### src/rtl/ysyx_22050598_ifu_ctrl.sv
// Instruction-fetch control: owns the PC, fetches over a req/resp imem port, handles redirect/halt.
// Optional misaligned-jump halt enabled by defining YSYX_22050598_IFU_MISALIGN_CHK_EN.
module ysyx_22050598_ifu_ctrl #(
  parameter int               XLEN        = 64,
  parameter logic [XLEN-1:0]  RESET_PC    = 64'h8000_0000,
  parameter logic [63:0]      INSTRET_RST = 64'd0
) (
  input  logic            clk,
  input  logic            rst,
  output logic            imem_req_valid,
  output logic [XLEN-1:0] imem_req_addr,
  input  logic            imem_req_ready,
  input  logic            imem_resp_valid,
  input  logic [31:0]     imem_resp_data,
  output logic [31:0]     inst,
  output logic [XLEN-1:0] pc,
  output logic            inst_valid,
  input  logic            j_flag,
  input  logic [XLEN-1:0] j_pc,
  input  logic            ebreak_flag,
  output logic            halt,
  output logic            misalign,
  output logic [63:0]     instret
);

  typedef enum logic [2:0] {
    BOOT,
    REQ,
    WAIT,
    EXEC,
    HALT
  } state_e;

  state_e          state_q, state_d;
  logic [XLEN-1:0] pc_q, pc_d;
  logic [31:0]     inst_q, inst_d;
  logic            inst_valid_q, inst_valid_d;
  logic            req_valid_q, req_valid_d;
  logic            halt_q, halt_d;
  logic            misalign_q, misalign_d;
  logic [63:0]     instret_q, instret_d;
  logic [XLEN-1:0] pc_inc;

  assign pc_inc = pc_q + {{(XLEN-3){1'b0}}, 3'd4};

  always_comb begin
    state_d      = state_q;
    pc_d         = pc_q;
    inst_d       = inst_q;
    inst_valid_d = 1'b0;
    req_valid_d  = 1'b0;
    halt_d       = halt_q;
    misalign_d   = misalign_q;
    instret_d    = instret_q;
    unique case (state_q)
      BOOT: begin
        state_d     = REQ;
        req_valid_d = 1'b1;
      end
      REQ: begin
        if (imem_req_ready) state_d = WAIT;
        else req_valid_d = 1'b1;
      end
      WAIT: begin
        if (imem_resp_valid) begin
          inst_d       = imem_resp_data;
          inst_valid_d = 1'b1;
          state_d      = EXEC;
        end
      end
      EXEC: begin
        instret_d = instret_q + 64'd1;
        if (ebreak_flag) begin
          state_d = HALT;
          halt_d  = 1'b1;
        end else if (j_flag) begin
          pc_d        = j_pc;
          state_d     = REQ;
          req_valid_d = 1'b1;
`ifdef YSYX_22050598_IFU_MISALIGN_CHK_EN
          // Keep the faulting target in pc so debug can see where it went.
          if (j_pc[1:0] != 2'b00) begin
            state_d     = HALT;
            req_valid_d = 1'b0;
            halt_d      = 1'b1;
            misalign_d  = 1'b1;
          end
`endif
        end else begin
          pc_d        = pc_inc;
          state_d     = REQ;
          req_valid_d = 1'b1;
        end
      end
      HALT: begin
        state_d = HALT;
      end
      default: state_d = BOOT;
    endcase
  end

  always_ff @(posedge clk) begin
    if (rst) begin
      state_q      <= BOOT;
      pc_q         <= RESET_PC;
      inst_q       <= 32'd0;
      inst_valid_q <= 1'b0;
      req_valid_q  <= 1'b0;
      halt_q       <= 1'b0;
      misalign_q   <= 1'b0;
      instret_q    <= INSTRET_RST;
    end else begin
      state_q      <= state_d;
      pc_q         <= pc_d;
      inst_q       <= inst_d;
      inst_valid_q <= inst_valid_d;
      req_valid_q  <= req_valid_d;
      halt_q       <= halt_d;
      misalign_q   <= misalign_d;
      instret_q    <= instret_d;
    end
  end

  assign imem_req_valid = req_valid_q;
  assign imem_req_addr  = pc_q;
  assign inst           = inst_q;
  assign pc             = pc_q;
  assign inst_valid     = inst_valid_q;
  assign halt           = halt_q;
  assign misalign       = misalign_q;
  assign instret        = instret_q;

endmodule

### config.mk
export PLATFORM = sky130hd
export DESIGN_NAME = ysyx_22050598_ifu_ctrl
export DESIGN_NICKNAME = d
export VERILOG_FILES = /design/src/rtl/ysyx_22050598_ifu_ctrl.sv
export SDC_FILE = /design/constraint.sdc
export NUM_CORES = 1
export LEC_CHECK = 0
export CAP_MARGIN = 0
export CORE_ASPECT_RATIO = 1.75
export CORE_MARGIN = 3
export CORE_UTILIZATION = 45
export DETAILED_ROUTE_END_ITERATION = 6
export GPL_TIMING_DRIVEN = 0
export PLACE_DENSITY = 0.84
export SLEW_MARGIN = 20
export SYNTH_ARGS = -nofsm -noshare
export SYNTH_HDL_FRONTEND = slang
export SYNTH_SLANG_ARGS = --single-unit
export TNS_END_PERCENT = 5
### constraint.sdc
create_clock -name clk -period 2.4 [get_ports clk]
set_input_delay 0.36 -clock clk [delete_from_list [all_inputs] [get_ports clk]]
set_output_delay 0.36 -clock clk [all_outputs]
set_load 0.02 [all_outputs]
==> results.yml <==
logic_synthesis:
  post_synth.cell_area_avg_um2: 7.66
  synth_area_leaders: "dfxtp_1 35%, nand2_1 6.4%, a21oi_1 5.7%"
  synthArstFlopShare_pct: 0
  synth_top_area_share_pct: 35.2
  syn_nets: 1338
  synth_most_common_cell: "dfxtp_1"
  ys_types: 72
  ys_warn_count: 0
  ys_seq_elements: 166
  ys_seq_area_share_pct: 35.2
  synth_common_cells: "166 x dfxtp_1, 160 x nand2_1, 108 x a21oi_1"
  synth_edf_count: 0
  yosys.area.top_type: "dfxtp_1"
  syn-cell-area_um2: 9450
  syn_inst: 1234
  synth_flop_cell: "dfxtp_1"
sta:
  period_minus_slack_ps: 2460
  hold_viol: 0
  slew_violations: 0
  setup_viol: 1
  slew_headroom_pct: 38.1
  period_share_pct: 103
  finalClockSkew_ps: 13.9
  rsz0062_at_grt: "true"
  fmax_ghz: 0.406
  worst_pin_slew_ps: 929
  setup_slack_ps: -62.5
cts:
  cts_tree: "done"
  clock-sinks: 166
  clk_latency_ps: 440
  clockBufferDepth: 2
  holdBufCountCts: 0
  clock-root-buffer: "clkbuf_16"
  cts-buffers-inserted: 17
  clkTransAtPathRegs_ps: 70
  htree_levels: 4
routing:
  num_vias: 11700
  wl_per_cell_um: 21.2
  postRouteAntennaNets: 0
  drt-total-wl_mm: 39.3
  drtIter0Drc: 1431
  viasPerCell: 6.30
  drtPass1Iterations: 7
  route.detailed.drc: 3
setup_path:
  startpoint: "instret[26]"
  crit_path_max_incr_delay_ps: 600
  worstSetupPathType: "flop to flop"
  r2r_slack_ps: -60
  path_max_fanout: 9
  path_buf_inv: 0
  cp-start-kind: "flop"
  reg2reg_from: "instret[26]"
  cpLargestDelayFamily: "simple AND/OR/NAND/NOR gates"
  required_ps: 2770
  worst_setup_path_end_kind: "flop"
  crit_slowest_cell: "or4_1"
  worstPathArrival_ps: 2830
  path_cells: "nand4_2 > nor3_1 > nand4_1 > or4_1 > a21oi_1"
final_layout:
  area_growth_pct: 46.8
  post-route-util_pct: 67.8
  finalInstanceArea_um2: 13900
  drive_above_1_share_pct: 11.2
  fin_nets: 1694
global_route:
  grt_pass1_vias: 11000
  grt_pass1_wl_mm: 58.7
  grt_max_degree: 17
  grt_use_total_pct: 32.7
  antenna_found_initial: 0
  overflow: 0
job:
  drv_cap: 0
power:
  ir_drop_v: 0.000350
  p_leak_uw: 0.00473
  powerDensity_nw_per_um2: 463
floorplanning:
  ios: 330
  start_util_pct: 46.2
  die_height_um: 198
  die_w_um: 116
  rows: 69
  core_um2: 20500
  die_area_um2: 22900
outcome:
  outcome: "complete, but fails checks"
  violations: "design-rule violations, negative setup slack"
placement:
  hpwl_mm: 29.2
  placed_area_um2: 13000
  dp_slack_ps: -907
  io_buffers: 326
  gp_congestion: 0.997
hold_path:
  hp-class: "flop to flop"
  min_from: "inst[14]"
==> area by class of cell <==
type / instances / area [um2]
Tap cell: 248 / 310
Antenna cell: 1 / 2.50
Clock inverter: 11 / 150
Sequential cell: 166 / 3350
Inverter: 26 / 97.6
Fill cell: 1719 / 6590
Clock buffer: 20 / 457
Multi-Input combinational cell: 890 / 5280
Buffer: 152 / 881
Timing Repair Buffer: 337 / 3350
==> where the power goes <==
part	switching (uW)	total [uW]	internal (uW)	leakage, uW
sequential	48.5	2840	2790	0.00135
combinational	371	695	325	0.00309
clock	1200	2890	1690	0.000292
==> metrics by stage <==
stage	power (uW)	instances	TNS, ps	hold slack (ps)
final	6420	1851	-62.5	453
after global routing	6580	1850	-1040	476
after CTS	6410	1844	-64.7	454
after detailed placement	3580	1808	-31810	445
after global placement	3570	1808	-29890	441
after floorplan	3190	1234	0	496
==> tightest hold or removal path, stage by stage, from the launching register on <==
cell	delay [ps]
dfxtp_1	310
nand2_1	50
a21oi_1	50
==> layout by cell type (no fill, tap or decap), types with 7 or more instances in the layout <==
cell type	n
a22oi_1	9
and4_1	18
buf_2	10
nand3_1	58
nor2_1	72
a31oi_1	30
dfxtp_2	12
clkbuf_2	8
o31ai_1	17
a211oi_1	7
xor2_1	7
nor3_1	46
nand4_1	41
dfxtp_1	151
clkdlybuf4s50_1	326
nand2_1	160
nor4_1	30
o21ai_0	54
clkbuf_16	17
clkbuf_1	56
a21oi_1	108
buf_4	79
or3_1	31
and2_1	13
a311o_1	8
inv_1	25
or4_1	17
mux2i_1	10
and3_1	29
xnor2_1	19
==> what timing repair did <==
item / CTS / global route
hold endpoints to repair: 0 / 0
endpoints found under the setup margin: 70 / 65
pin swaps: 6 / 4
gates cloned: 0 / 0
buffers inserted: 5 / 6
resized for setup: 28 / 31
==> cell families after synthesis <==
family / synth area share (%)
and+or+nand+nor: 31.3
AOI/OAI and AO/OA: 19.5
buffers and inverters: 9.90
DFF: 35.2
xor gates and xnor gates: 2.41
muxes: 1.42
adders and majority gates: 0.265
other: 0.0397
==> sequential cells by signal, summed over array words and instances, names as in the netlist <==
signal	cells
inst_valid	1
inst	32
instret	64
imem_req_valid	1
halt	1
state_q	3
imem_req_addr	64
==> worst paths after layout <==
path | to | cells after the start
max | instret[48] | 5
min | inst[14] | 2
max reg2reg | instret[48] | 5
min reg2reg | inst[14] | 2
==> layer usage <==
metal / global-route usage, % / part of all wire, % / vias up
li1: - / - / 5206
met1: 35.9 / 34 / 5372
met2: 56.9 / 51 / 859
met3: 5.11 / 8.4 / 222
met4: 21.9 / 7.0 / 0
met5: 0 / 0 / -
Power figures use the tool's default switching activity.
